**src/rtl/cache_pkg.sv**
```systemverilog
// -----------------------------------------------------------------------------
// cache_pkg
// Shared definitions for the cache miss/refill path:
//   - geometry constants (tag/index/offset widths, line and memory beat widths)
//   - refill controller state encoding
//   - address field helpers (tag/index extraction, line-aligned address build)
// Optional feature macro: CACHE_WRITEBACK_EN adds the writeback states.
// -----------------------------------------------------------------------------
package cache_pkg;

  localparam int ADDR_W   = 32;
  localparam int TAG_W    = 23;
  localparam int IDX_W    = 6;
  localparam int OFFSET_W = 3;
  localparam int LINE_W   = 64;
  localparam int MEM_W    = 16;
  localparam int BEATS    = LINE_W / MEM_W;
  localparam int CNT_W    = $clog2(BEATS);

  // Writeback states exist only in a write-back build; the write-through
  // build never encodes them.
  typedef enum logic [2:0] {
    ST_IDLE    = 3'd0,
    ST_RD_REQ  = 3'd1,
    ST_RD_DATA = 3'd2,
`ifdef CACHE_WRITEBACK_EN
    ST_WB_REQ  = 3'd4,
    ST_WB_DATA = 3'd5,
`endif
    ST_FILL    = 3'd3
  } state_e;

  function automatic logic [TAG_W-1:0] addr_tag(input logic [ADDR_W-1:0] addr);
    return addr[ADDR_W-1 -: TAG_W];
  endfunction

  function automatic logic [IDX_W-1:0] addr_index(input logic [ADDR_W-1:0] addr);
    return addr[OFFSET_W +: IDX_W];
  endfunction

  function automatic logic [ADDR_W-1:0] line_addr(input logic [TAG_W-1:0] tag,
                                                  input logic [IDX_W-1:0] idx);
    return {tag, idx, {OFFSET_W{1'b0}}};
  endfunction

endpackage

```
**src/rtl/line_beat_shifter.sv**
```systemverilog
// -----------------------------------------------------------------------------
// line_beat_shifter
// One cache line register shared by writeback serialization and refill
// assembly. Beat 0 occupies the least significant MEM_W bits.
// Ports:
//   clk, rst_n    clock, async active-low reset (clears the line)
//   i_load        parallel load of i_load_data (victim line capture)
//   i_load_data   full line to load
//   i_wr_en       write i_wr_beat into slot i_beat_idx (refill); load wins
//   i_beat_idx    beat slot for both read and write
//   i_wr_beat     incoming refill beat
//   o_rd_beat     beat at slot i_beat_idx (writeback data)
//   o_line        whole line (fill data)
// -----------------------------------------------------------------------------
module line_beat_shifter
  import cache_pkg::*;
(
  input  logic              clk,
  input  logic              rst_n,
  input  logic              i_load,
  input  logic [LINE_W-1:0] i_load_data,
  input  logic              i_wr_en,
  input  logic [CNT_W-1:0]  i_beat_idx,
  input  logic [MEM_W-1:0]  i_wr_beat,
  output logic [MEM_W-1:0]  o_rd_beat,
  output logic [LINE_W-1:0] o_line
);

  logic [LINE_W-1:0] r_line;

  // NOTE: the line is a plain register, not an array macro, so it is reset
  // here; that keeps fill_data/mem_wdata at zero while in reset.
  always_ff @(posedge clk or negedge rst_n) begin
    if (!rst_n) begin
      r_line <= '0;
    end else if (i_load) begin
      r_line <= i_load_data;
    end else if (i_wr_en) begin
      // NOTE: non-blocking assignments in clocked blocks, so every flop
      // samples pre-edge values regardless of statement order.
      for (int b = 0; b < BEATS; b++) begin
        if (i_beat_idx == CNT_W'(b)) r_line[b*MEM_W +: MEM_W] <= i_wr_beat;
      end
    end
  end

  always_comb begin
    // NOTE: default first so no path leaves the output unassigned (no latch).
    o_rd_beat = '0;
    for (int b = 0; b < BEATS; b++) begin
      if (i_beat_idx == CNT_W'(b)) o_rd_beat = r_line[b*MEM_W +: MEM_W];
    end
  end

  assign o_line = r_line;

endmodule

```
**src/rtl/cache_refill_ctrl.sv**
```systemverilog
// -----------------------------------------------------------------------------
// cache_refill_ctrl
// Miss-side controller for a 2-way, 64-set cache with 64-bit lines. On an
// accepted miss it optionally writes back a dirty victim, reads the missing
// line as BEATS serial beats, then issues a single-cycle array fill.
// Optional feature macro: CACHE_WRITEBACK_EN (dirty-victim writeback). When
// undefined the cache is write-through: victim_dirty/victim_data are ignored
// and the mem_w* channel is tied off.
// Ports:
//   clk, rst_n                     clock, async active-low reset
//   miss_valid/miss_ready          miss handshake; miss_addr {tag,index,offset}
//   victim_way/valid/dirty/tag/data victim state, sampled at miss acceptance
//   mem_req_valid/ready/we/addr    memory request (line-aligned address)
//   mem_wdata/wvalid/wready        writeback beat channel
//   mem_rdata/mem_rvalid           read beat channel (no backpressure)
//   fill_we/way/index/tag/data/dirty  one-cycle array fill
//   busy                           controller not idle
// All outputs decode registered state only.
// -----------------------------------------------------------------------------
module cache_refill_ctrl
  import cache_pkg::*;
(
  input  logic              clk,
  input  logic              rst_n,
  input  logic              miss_valid,
  output logic              miss_ready,
  input  logic [ADDR_W-1:0] miss_addr,
  input  logic              victim_way,
  input  logic              victim_valid,
  input  logic              victim_dirty,
  input  logic [TAG_W-1:0]  victim_tag,
  input  logic [LINE_W-1:0] victim_data,
  output logic              mem_req_valid,
  input  logic              mem_req_ready,
  output logic              mem_req_we,
  output logic [ADDR_W-1:0] mem_req_addr,
  output logic [MEM_W-1:0]  mem_wdata,
  output logic              mem_wvalid,
  input  logic              mem_wready,
  input  logic [MEM_W-1:0]  mem_rdata,
  input  logic              mem_rvalid,
  output logic              fill_we,
  output logic              fill_way,
  output logic [IDX_W-1:0]  fill_index,
  output logic [TAG_W-1:0]  fill_tag,
  output logic [LINE_W-1:0] fill_data,
  output logic              fill_dirty,
  output logic              busy
);

  state_e            r_state;
  state_e            w_state_nxt;
  logic [CNT_W-1:0]  r_cnt;
  logic [TAG_W-1:0]  r_tag;
  logic [IDX_W-1:0]  r_index;
  logic              r_way;

  logic              w_accept;
  logic              w_cnt_last;
  logic              w_beat_wr;
  logic              w_wb_step;
  logic              w_load;
  logic [MEM_W-1:0]  w_rd_beat;
  logic [LINE_W-1:0] w_line;
  logic              w_unused;

  assign w_accept   = (r_state == ST_IDLE) && miss_valid;
  assign w_cnt_last = (r_cnt == CNT_W'(BEATS - 1));
  assign w_beat_wr  = (r_state == ST_RD_DATA) && mem_rvalid;

`ifdef CACHE_WRITEBACK_EN
  logic [TAG_W-1:0] r_vtag;

  // The victim line is loaded on every acceptance; a clean miss simply
  // overwrites it with refill beats.
  assign w_load    = w_accept;
  assign w_wb_step = (r_state == ST_WB_DATA) && mem_wready;
  assign w_unused  = ^miss_addr[OFFSET_W-1:0];

  always_ff @(posedge clk or negedge rst_n) begin
    if (!rst_n)        r_vtag <= '0;
    else if (w_accept) r_vtag <= victim_tag;
  end
`else
  assign w_load    = 1'b0;
  assign w_wb_step = 1'b0;
  assign w_unused  = ^{miss_addr[OFFSET_W-1:0], victim_valid, victim_dirty,
                       victim_tag, victim_data, mem_wready, w_rd_beat};
`endif

  line_beat_shifter u_line (
    .clk         (clk),
    .rst_n       (rst_n),
    .i_load      (w_load),
    .i_load_data (victim_data),
    .i_wr_en     (w_beat_wr),
    .i_beat_idx  (r_cnt),
    .i_wr_beat   (mem_rdata),
    .o_rd_beat   (w_rd_beat),
    .o_line      (w_line)
  );

  always_ff @(posedge clk or negedge rst_n) begin
    if (!rst_n) r_state <= ST_IDLE;
    else        r_state <= w_state_nxt;
  end

  // Shared beat counter; the last beat of either phase returns it to 0.
  always_ff @(posedge clk or negedge rst_n) begin
    if (!rst_n) begin
      r_cnt <= '0;
    end else if (w_beat_wr || w_wb_step) begin
      r_cnt <= w_cnt_last ? '0 : r_cnt + 1'b1;
    end
  end

  always_ff @(posedge clk or negedge rst_n) begin
    if (!rst_n) begin
      r_tag   <= '0;
      r_index <= '0;
      r_way   <= 1'b0;
    end else if (w_accept) begin
      r_tag   <= addr_tag(miss_addr);
      r_index <= addr_index(miss_addr);
      r_way   <= victim_way;
    end
  end

  always_comb begin
    w_state_nxt   = r_state;
    miss_ready    = 1'b0;
    mem_req_valid = 1'b0;
    mem_req_we    = 1'b0;
    mem_req_addr  = '0;
    mem_wvalid    = 1'b0;
    mem_wdata     = '0;
    fill_we       = 1'b0;
    fill_way      = 1'b0;
    fill_index    = '0;
    fill_tag      = '0;
    fill_data     = '0;

    case (r_state)
      ST_IDLE: begin
        miss_ready = 1'b1;
        if (miss_valid) begin
`ifdef CACHE_WRITEBACK_EN
          w_state_nxt = (victim_valid && victim_dirty) ? ST_WB_REQ : ST_RD_REQ;
`else
          w_state_nxt = ST_RD_REQ;
`endif
        end
      end
`ifdef CACHE_WRITEBACK_EN
      ST_WB_REQ: begin
        mem_req_valid = 1'b1;
        mem_req_we    = 1'b1;
        mem_req_addr  = line_addr(r_vtag, r_index);
        if (mem_req_ready) w_state_nxt = ST_WB_DATA;
      end
      ST_WB_DATA: begin
        mem_wvalid = 1'b1;
        mem_wdata  = w_rd_beat;
        if (mem_wready && w_cnt_last) w_state_nxt = ST_RD_REQ;
      end
`endif
      ST_RD_REQ: begin
        mem_req_valid = 1'b1;
        mem_req_addr  = line_addr(r_tag, r_index);
        if (mem_req_ready) w_state_nxt = ST_RD_DATA;
      end
      ST_RD_DATA: begin
        if (mem_rvalid && w_cnt_last) w_state_nxt = ST_FILL;
      end
      ST_FILL: begin
        fill_we     = 1'b1;
        fill_way    = r_way;
        fill_index  = r_index;
        fill_tag    = r_tag;
        fill_data   = w_line;
        w_state_nxt = ST_IDLE;
      end
      default: w_state_nxt = ST_IDLE;
    endcase
  end

  assign fill_dirty = 1'b0;
  assign busy       = (r_state != ST_IDLE);

endmodule

```
**config.mk**
```make
export PLATFORM = sky130hd
export DESIGN_NAME = cache_refill_ctrl
export DESIGN_NICKNAME = d
export VERILOG_FILES = /design/src/rtl/cache_pkg.sv /design/src/rtl/line_beat_shifter.sv /design/src/rtl/cache_refill_ctrl.sv
export SDC_FILE = /design/constraint.sdc
export NUM_CORES = 1
export LEC_CHECK = 0
export BUFFER_PORTS_ARGS = -buffer_cell sky130_fd_sc_hd__buf_2
export CORE_AREA = 3 3 113 115
export CTS_BUF_LIST = sky130_fd_sc_hd__clkbuf_8
export DETAILED_ROUTE_END_ITERATION = 6
export DIE_AREA = 0 0 116 118
export PLACE_DENSITY = 0.8
export SLEW_MARGIN = 30
export SYNTH_ARGS = -nofsm -noshare
export SYNTH_HDL_FRONTEND = slang
export SYNTH_SLANG_ARGS = --single-unit
```
**constraint.sdc**
```tcl
create_clock -name clk -period 1.85 [get_ports clk]
set_input_delay 0.185 -clock clk [delete_from_list [all_inputs] [get_ports clk]]
set_output_delay 0.185 -clock clk [all_outputs]
set_load 0.01 [all_outputs]
```
== Word-level counts from Yosys, hierarchy flattened ==
Cells that the tools add are included.
Word-level totals
  word-level logic and storage cells: 43
  output and inout bits: 149
  flip-flop bits (word level): 99
Cells by class
  add/sub/neg operators: 1
  reduce and logical (&&, ||, !) cells: 11
  equal/unequal tests: 9
  multiplexer cells: 13
Operator list (number)
  64-bit two-way mux: 1
  32-bit two-way mux: 1
  23-bit two-way mux: 1
  3-bit two-way mux: 3
  3-bit one-hot mux with 3 select lines: 1
  2-bit AND reduction: 4
  3-bit by 2-bit == test with 1-bit output, second input constant: 2
  6-bit two-way mux: 1
  2-bit == test, second input constant: 2
  1-bit two-way mux: 4
  2-bit != test, second input constant: 2
  3-bit by 1-bit == test with 1-bit output, second input constant: 1
  1-bit logical AND: 3
  3-bit zero test: 1
  3-bit AND reduction: 1
  3-bit nonzero test: 1
  2-bit by 1-bit adder with 2-bit output, second input constant: 1
  2-bit by 1-bit == test with 1-bit output, second input constant: 1
  2-bit zero test: 1
  2-bit two-way mux: 1
  2-bit by 1-bit != test with 1-bit output, second input constant: 1

== Logic depth before layout (Yosys ltp) ==
Gate-level depths: netlist of run 1.
  depth after elaboration: 4
  mapped depth: 6
  gate-level depth less buffers: 5

== By module ==
From an unflattened synthesis of run 1, not the netlist that was laid out.
Second synthesis, totals
  cell total of the unflattened synthesis: 621
  area total of the unflattened synthesis: 6048.3 sq um
By module, submodules not included
  line_beat_shifter: area each 3563.4 sq um, seq. area each 1601.5 sq um, times used 1, cells each 375
  cache_refill_ctrl: area each 2484.9 sq um, seq. area each 850.8 sq um, times used 1, cells each 246

== Worst setup path after synthesis of run 1 ==
OpenSTA, ideal clock, no wires.
  path kind: reg-to-output
  from: register r_state[1]
  to: output port mem_req_addr[25]
  setup slack: 0.364 ns
  stages on the path, launching flop included: 6
  path buffers: 2
  arrival time: 1.301 ns
  cells stage by stage: dfrtp_1 inv_1 ha_1 clkbuf_1 clkbuf_1 and2_1
Between the ends
  cells in the longest elaborated chain, start to end: 2
RTL lines
  start, declared: RTL line cache_refill_ctrl.sv:51  | state_e r_state;
  start signal, assigned: RTL line cache_refill_ctrl.sv:105  | else r_state <= w_state_nxt;
  3-bit by 1-bit == test with 1-bit output: RTL line cache_refill_ctrl.sv:143  | case (r_state)
  32-bit two-way mux: RTL line cache_refill_ctrl.sv:143
  end, declared: RTL line cache_refill_ctrl.sv:36  | output logic [ADDR_W-1:0] mem_req_addr,
Every way passes these cells.

== Final worst setup path of run 1 ==
  from: register r_state[0]
  to: register u_line.r_line[53], in the netlist u_line.o_line[53]
Between the ends
  cells in the longest elaborated chain, start to end: 3
RTL lines
  3-bit by 2-bit == test with 1-bit output: RTL line cache_refill_ctrl.sv:69  | assign w_beat_wr = (r_state == ST_RD_DATA) && mem_rvalid;
  1-bit logical AND: RTL line cache_refill_ctrl.sv:69
  2-bit AND reduction (no line)
  end signal, assigned: RTL line line_beat_shifter.sv:37  | r_line <= i_load_data;
  end signal, assigned by index: RTL line line_beat_shifter.sv:42  | if (i_beat_idx == CNT_W'(b)) r_line[b*MEM_W +: MEM_W] <= i_wr_beat;
  end, declared: RTL line line_beat_shifter.sv:29  | logic [LINE_W-1:0] r_line;
Every way passes these cells.
A chain may end at the register's enable or synchronous reset.

==> reports/results.txt, run 1 <==
Status -> complete, no violations
Fin. Hold Viols -> 0
Reg2reg start -> r_state[0]
Comb power frac -> 46.2%
Setup crit end -> u_line.o_line[53]
Seq/Total Area, Yosys -> 49.0%
Post-synth EDFFs -> 0
Syn_area_per_cell -> 12.9 um2
CTS buffer count -> 9
Die width -> 116 um
Top cell type's share of synthesized area -> 49.0%
Post-Route Utilization -> 52.6%
Yosys cell types -> 20
Main flop type after synthesis -> dfrtp_1
Net Switching -> 3400 uW
Final Max Slew Viols -> 0
Fraction of the mapped netlist area in compound gates -> 0.650%
Worst-case reg-to-reg path depth -> 5
Arr. time, crit path -> 2.02 ns
Die footprint -> 0.0137 mm2
N_diodes -> 0
Cell with the most instances after synthesis -> and2_1
Vias -> 3357
Via/cell ratio -> 4.66
Skew final -> 0.0118 ns
CTS Root Cell -> clkbuf_8
Synthesized area -> 0.00500 mm2
Rel. slew slack -> 64.5%
Post-synthesis xor/xnor area fraction -> 0%
FF+latch count, synth -> 98
Post-DP HPWL -> 8.29 mm
Pleak -> 0.00343 uW
Clk_lat worst skew -> 0.36 ns
RD Place Congestion -> 0.748
Total core area -> 0.0119 mm2
Die Span Y -> 118 um
Final Setup Violations -> 0
RR Endpoint -> u_line.o_line[53]
Min Clock Period, post-route -> 1.77 ns
Peak supply drop -> 0.000628 V
TNS Setup -> 0 ns
Htree depth -> 3
Startpoint Class -> flip-flop
Vias in the first global route -> 3420
Combined area of the multi-input logic cells -> 0.00231 mm2
Largest area contributor in the netlist -> dfrtp_1
Global route overflow -> 0
Reg area -> 0.00245 mm2
Post-route non-filler standard cell count -> 720
Synth Area in Simple Gates -> 17.3%
Starting Density -> 42.0%
Routed Wire Length -> 11.4 mm
1st-iter DRT viols -> 105
Clock Path Buffers -> 2
TritonRoute pass-1 iters -> 4
Final worst path period share -> 95.9%
P&R area growth vs syn -> 25.3%
Power Dens Cells -> 1550 mW/mm2
Final-layout fill cell count -> 1030
Flop-to-flop setup slack -> 0.08 ns
Async SR Flop Fraction -> 100%
# rows -> 40
Syn. warnings -> 0
Antenna Nets Post-Route -> 0
Register share of total power -> 39.5%
Clk slew on worst S/H paths -> 0.10 ns
F_max -> 0.563 GHz
TritonCTS clock tree -> done
Clk pwr share -> 14.3%
Post-CTS Setup Repair Bufs -> 0
Max-cap viol count -> 0
Clock sink count -> 98
Kind of critical path -> flip-flop to flip-flop
Post-Syn Instances -> 388
Synth top area cells -> dfrtp_1, and2_1, mux2_4
Buffers added on ports -> 177
Area share of fa/ha/maj cells after synthesis -> 2.00%
Gr usage total -> 16.3%
Beginning of the critical path -> r_state[0]
Worst-Margin Slew -> 0.532 ns
Initial antenna violation count -> 0
Largest family of logic cells by synthesized area -> multiplexers
First-pass GRT wire length -> 17.6 mm
DRC Markers -> 0
RSZ-0062 raised after global routing -> true
Drt wl/cell -> 15.9 um
I/O pin cnt -> 293
Most common library cells after synthesis -> and2_1, dfrtp_1, mux2_4
Final #Nets -> 720
Worst Path Max Fanout -> 9
Internal Power -> 6300 uW
Largest net degree at the start of global routing -> 67
Post-synthesis mux area share -> 24.6%
Switching Share -> 35.0%
Worst setup EP type -> flip-flop
Placed cells -> 702
Layout cells sized above 1 -> 48.5%
CP required -> 2.10 ns
Worst hold path type -> primary input to flip-flop
## through the flow
step	hold WS (ns)	power (uW)	setup slack (ns)	cell area (um2)
6_report	0.0296	9700	0.0753	6270
3_3_place_gp	0.156	8090	0.132	6020
5_1_grt	0.0149	10400	-0.0326	6270
2_1_floorplan	-0.111	6730	0.364	5080
3_5_place_dp	0.162	8290	0.0781	6020
4_1_cts	0.0103	9720	0.0138	6230
## metal layers
layer	share of wire [%]	GRT usage, %	routed length, um
met1	42	19.7	4800
met2	51	28.9	5840
met3	5.6	2.52	645
met4	1.2	6.24	142
met5	0	0	0
## cells in the final DEF (no fill, tap or decap)
| cell type | count |
|---|---|
| clkinv_2 | 1 |
| o32a_1 | 1 |
| dlygate4sd3_1 | 1 |
| nor2b_1 | 1 |
| inv_6 | 1 |
| bufinv_16 | 1 |
| ha_2 | 1 |
| conb_1 | 22 |
| a21o_1 | 1 |
| nand2_2 | 1 |
| mux2_1 | 31 |
| nand3_4 | 4 |
| nand2_1 | 2 |
| mux2_2 | 25 |
| clkbuf_16 | 1 |
| buf_4 | 7 |
| clkbuf_8 | 9 |
| mux2_4 | 40 |
| clkinvlp_4 | 3 |
| inv_1 | 7 |
| buf_12 | 6 |
| buf_8 | 1 |
| a221oi_2 | 1 |
| dfrtp_1 | 98 |
| and2_1 | 123 |
| buf_2 | 176 |
| nor3_1 | 1 |
| ha_1 | 7 |
## critical path, cell delays in order (launching register included)
cell and delay [ns]:
dfrtp_1 0.43, inv_1 0.09, ha_1 0.49, nand3_4 0.11
buf_4 0.23, mux2_4 0.31
## power groups by stage
| stage | registers (uW) | clock network, uW | logic [uW] |
|---|---|---|---|
| floorplan | 3630 | 0 | 3100 |
| global placement | 3780 | 0 | 4310 |
| detailed placement | 3850 | 0 | 4440 |
| CTS | 3820 | 1440 | 4460 |
| global route | 3980 | 1530 | 4920 |
| finish | 3830 | 1390 | 4480 |
## cell families after synthesis
kind of cell	count (synthesis)
fa+ha+maj	8
compound gates	3
buf+inv	50
flops	98
mux	96
other cells	1
simple gates	132
## worst min path at each step
stage,end,depth (start not counted),start,slack [ns]
after floorplan,r_cnt[0],0,rst_n,-0.11
after global placement,r_tag[17],1,rst_n,0.16
after detailed placement,r_tag[17],1,rst_n,0.16
after CTS,r_index[5],2,miss_addr[8],0.01
after global routing,r_tag[17],2,miss_addr[26],0.01
final,r_index[5],2,miss_addr[8],0.03
## registers in the layout (all words and copies together) (netlist names)
name,flops
r_way,1
u_line.o_line,64
r_index,6
r_cnt,2
r_tag,23
r_state,2
## final cells by class
class                           count  area share, %
Timing Repair Buffer              192           17.6
Tap cell                          147           2.93
Clock inverter                      7           1.12
Inverter                            6          0.359
Clock buffer                        9           1.98
Multi-Input combinational cell    261           36.9
Sequential cell                    98           39.1
## what timing repair did
| action | 4_1_cts | 5_1_grt |
|---|---|---|
| pin swaps | 0 | 0 |
| hold endpoints to repair | 31 | 0 |
| hold buffers | 1 | 0 |
| cloned | 0 | 1 |
| setup endpoints to repair | 1 | 52 |
| gates resized for setup | 1 | 4 |
(Power assumes the default switching activity.)
==> inputs of run 2 (changes only) <==
--- a/config.mk
+++ b/config.mk
@@ -5,12 +5,13 @@
 export SDC_FILE = /design/constraint.sdc
 export NUM_CORES = 1
 export LEC_CHECK = 0
+export ABC_AREA = 1
 export BUFFER_PORTS_ARGS = -buffer_cell sky130_fd_sc_hd__buf_2
 export CORE_AREA = 3 3 113 115
 export CTS_BUF_LIST = sky130_fd_sc_hd__clkbuf_8
 export DETAILED_ROUTE_END_ITERATION = 6
 export DIE_AREA = 0 0 116 118
-export PLACE_DENSITY = 0.8
+export PLACE_DENSITY = 0.81
 export SLEW_MARGIN = 30
 export SYNTH_ARGS = -nofsm -noshare
 export SYNTH_HDL_FRONTEND = slang
==> run 2 against run 1 <==
Global-route usage rose by 1.5 points. Flip-flop and latch count did not move. Synthesized cell count rose by 74%. Fmax rose by 2.7%. Final area rose by 0.24%. Largest power group unchanged. First-iteration DRC count rose to 3.4 times the previous value. Non-clock buffer count rose by 1. Sequential share of layout area fell by 0.074 points. Die area did not move. Final cell count rose by 38%.
==> reports/results.txt, run 2 <==
Die footprint -> 0.0137 mm2 (unchanged)
Buffers added on ports -> 177 (unchanged)
Final worst path period share -> 93.4% (-2.5 points)
Antenna Nets Post-Route -> 0 (unchanged)
Arr. time, crit path -> 1.54 ns (-0.48 ns)
# rows -> 40 (unchanged)
CP required -> 1.66 ns (-0.44 ns)
Synthesized area -> 0.00513 mm2 (+2.6%)
Drt wl/cell -> 12.4 um (-22%)
Worst-case reg-to-reg path depth -> 7 (+2)
Main flop type after synthesis -> dfrtp_1
Clock Path Buffers -> 2 (unchanged)
Min Clock Period, post-route -> 1.73 ns (-0.0463 ns)
Cell with the most instances after synthesis -> nand2_1
1st-iter DRT viols -> 355 (+240%)
I/O pin cnt -> 293 (unchanged)
Initial antenna violation count -> 0 (unchanged)
Hold Path Depth -> 3 (+1)
Worst setup EP type -> primary output
Placed cells -> 977 (+39%)
Post-synth EDFFs -> 0 (unchanged)
Post-Syn Instances -> 676 (+74%)
Vias -> 4426 (+32%)
Pleak -> 0.00449 uW (+31%)
Cell family with most CP delay -> buffers and inverters
Crit path largest cell delay -> 0.44 ns (-0.05 ns)
Post-DP HPWL -> 8.89 mm (+7.2%)
Top cell type's share of synthesized area -> 47.8% (-1.2 points)
Most common library cells after synthesis -> nand2_1, inv_1, dfrtp_1
TritonRoute pass-1 iters -> 4 (unchanged)
CTS buffer count -> 9 (unchanged)
Starting Density -> 43.1% (+1.1 points)
Routed Wire Length -> 12.3 mm (+7.7%)
Power Dens Cells -> 1470 mW/mm2 (-5.3%)
Worst Hold End -> r_tag[9]
Syn_area_per_cell -> 7.60 um2 (-41%)
Htree depth -> 3 (unchanged)
Gr usage total -> 17.8% (+1.5 points)
Largest register FFs -> 64 (unchanged)
Syn. warnings -> 0 (unchanged)
Layout cells sized above 1 -> 28.2% (-20 points)
Post-route non-filler standard cell count -> 996 (+38%)
TNS Setup -> 0 ns (unchanged)
Seq/Total Area, Yosys -> 47.8% (-1.2 points)
CTS Root Cell -> clkbuf_8
Startpoint Class -> flip-flop
CP Cell Sequence -> inv_1, ha_1, buf_4, buf_2
Total core area -> 0.0119 mm2 (unchanged)
Slowest CP cell -> dfrtp_1
Global route overflow -> 0 (unchanged)
First-pass GRT wire length -> 19.7 mm (+12%)
DRC Markers -> 0 (unchanged)
N_diodes -> 0 (unchanged)
Worst Path Max Fanout -> 24 (+15)
Skew final -> 0.0140 ns (+0.00218 ns)
Clk slew on worst S/H paths -> 0.10 ns (about the same)
TritonCTS clock tree -> done
Die Span Y -> 118 um (unchanged)
Commonest non-fill, non-tap cell in the layout -> nand2_1
Max-cap viol count -> 0 (unchanged)
Largest area contributor in the netlist -> dfrtp_1
Reg2reg start -> r_state[0]
Min-delay src -> miss_addr[18]
Clock sink count -> 98 (unchanged)
Status -> complete, no violations
Via/cell ratio -> 4.44 (-4.7%)
Final #Nets -> 996 (+38%)
Flop-to-flop setup slack -> 0.31 ns (+0.23 ns)
Kind of critical path -> flip-flop to primary output
F_max -> 0.579 GHz (+2.7%)
FF+latch count, synth -> 98 (unchanged)
Synth top area cells -> dfrtp_1, nand2_1, inv_1
RR Endpoint -> u_line.o_line[49]
Die width -> 116 um (unchanged)
Vias in the first global route -> 4024 (+18%)
Async SR Flop Fraction -> 100% (unchanged)
Peak supply drop -> 0.000692 V (+10%)
Largest net degree at the start of global routing -> 38 (-43%)
CP bufs+invs -> 3 (+1)
RSZ-0062 raised after global routing -> false
Worst hold path type -> primary input to flip-flop
Yosys cell types -> 18 (-10%)
Final Max Slew Viols -> 0 (unchanged)
Most frequent cells in the layout -> nand2_1, buf_2, inv_1
Fin. Hold Viols -> 0 (unchanged)
RD Place Congestion -> 0.844 (+13%)
Final Setup Violations -> 0 (unchanged)
Clk_lat worst skew -> 0.36 ns (about the same)
P&R area growth vs syn -> 22.4%
-- run 2: cell types whose count changed after synthesis, moves of 5 or more --
cell      before  now
buf_6          6   12
o21ai_2        0   23
nand2_1        2  259
mux2_4        40    0
clkbuf_1      12    7
nand3_1        0   31
buf_2          4   16
mux2_1        31    0
mux2_2        25    0
and2_1       123    0
inv_1          6  147
o21ai_1        0   41
-- run 2: stage by stage --
step | power [uW] | hold slack, ns | util (%) | worst slack (ns) | cell area, um2
2_1_floorplan | 6380 | -0.111 | - | 0.436 | 5210
3_3_place_gp | 7570 | 0.156 | 50.6 | 0.332 | 6030
3_5_place_dp | 7700 | 0.162 | 50.6 | 0.300 | 6030
4_1_cts | 9240 | 0.0324 | 52.6 | 0.00672 | 6260
5_1_grt | 10000 | 0.0354 | 52.8 | 0.00181 | 6280
6_report | 9210 | 0.0496 | 52.8 | 0.122 | 6280
-- run 2: worst min-delay path: cells and delay by family --
family	cells	cell delay, ns
buffers and inverters	1	0.07
AND/OR/NAND/NOR	2	0.12
-- run 2: power by group --
group	total, uW	leakage [uW]	switching, uW	internal (uW)
Sequential	3790	0.00123	656	3140
Clock	1500	0.000111	833	668
Combinational	3910	0.00314	2350	1570
-- run 2: area by class of cell --
type | count | area, um2
flip-flops and latches | 98 | 2450
well taps | 147 | 184
fillers | 1148 | 5630
multi-input cells | 394 | 1810
clock inverters | 7 | 95.1
inverters | 148 | 561
clock buffers | 9 | 124
repair buffers | 193 | 1060
-- run 2: repair_timing --
| item | CTS | global route |
|---|---|---|
| pin swaps | 1 | 1 |
| setup endpoints to repair | 56 | 68 |
| endpoints found under the hold margin | 30 | 0 |
| resized for setup | 0 | 4 |
| hold buffers | 1 | 0 |
| buffers inserted | 1 | 1 |
-- run 2: worst max-delay path by stage --
stage / from / endpoint / slack [ns] / depth (start not counted)
global route: r_state[1] / mem_req_addr[20] / 0.002 / 6
floorplan: r_state[1] / mem_req_addr[25] / 0.44 / 6
CTS: r_state[1] / mem_req_addr[17] / 0.007 / 6
detailed placement: r_state[0] / u_line.o_line[55] / 0.30 / 7
global placement: r_state[0] / u_line.o_line[54] / 0.33 / 7
finish: r_state[1] / miss_ready / 0.12 / 4
-- run 2: cell families (layout without fill, tap and decap cells) --
family,after synthesis,after routing,synth area share [%]
compound gates,66,66,8.11
fa+ha+maj,8,8,1.95
buf+inv,205,357,18.8
flops,98,98,47.8
other cells,1,22,0.0730
simple gates,298,298,23.3
-- run 2: per-layer routing --
metal	wire (um)	GRT usage, %
met2	5870	28.3
met5	0	0
met4	236	6.24
met3	623	2.88
met1	5580	24.5
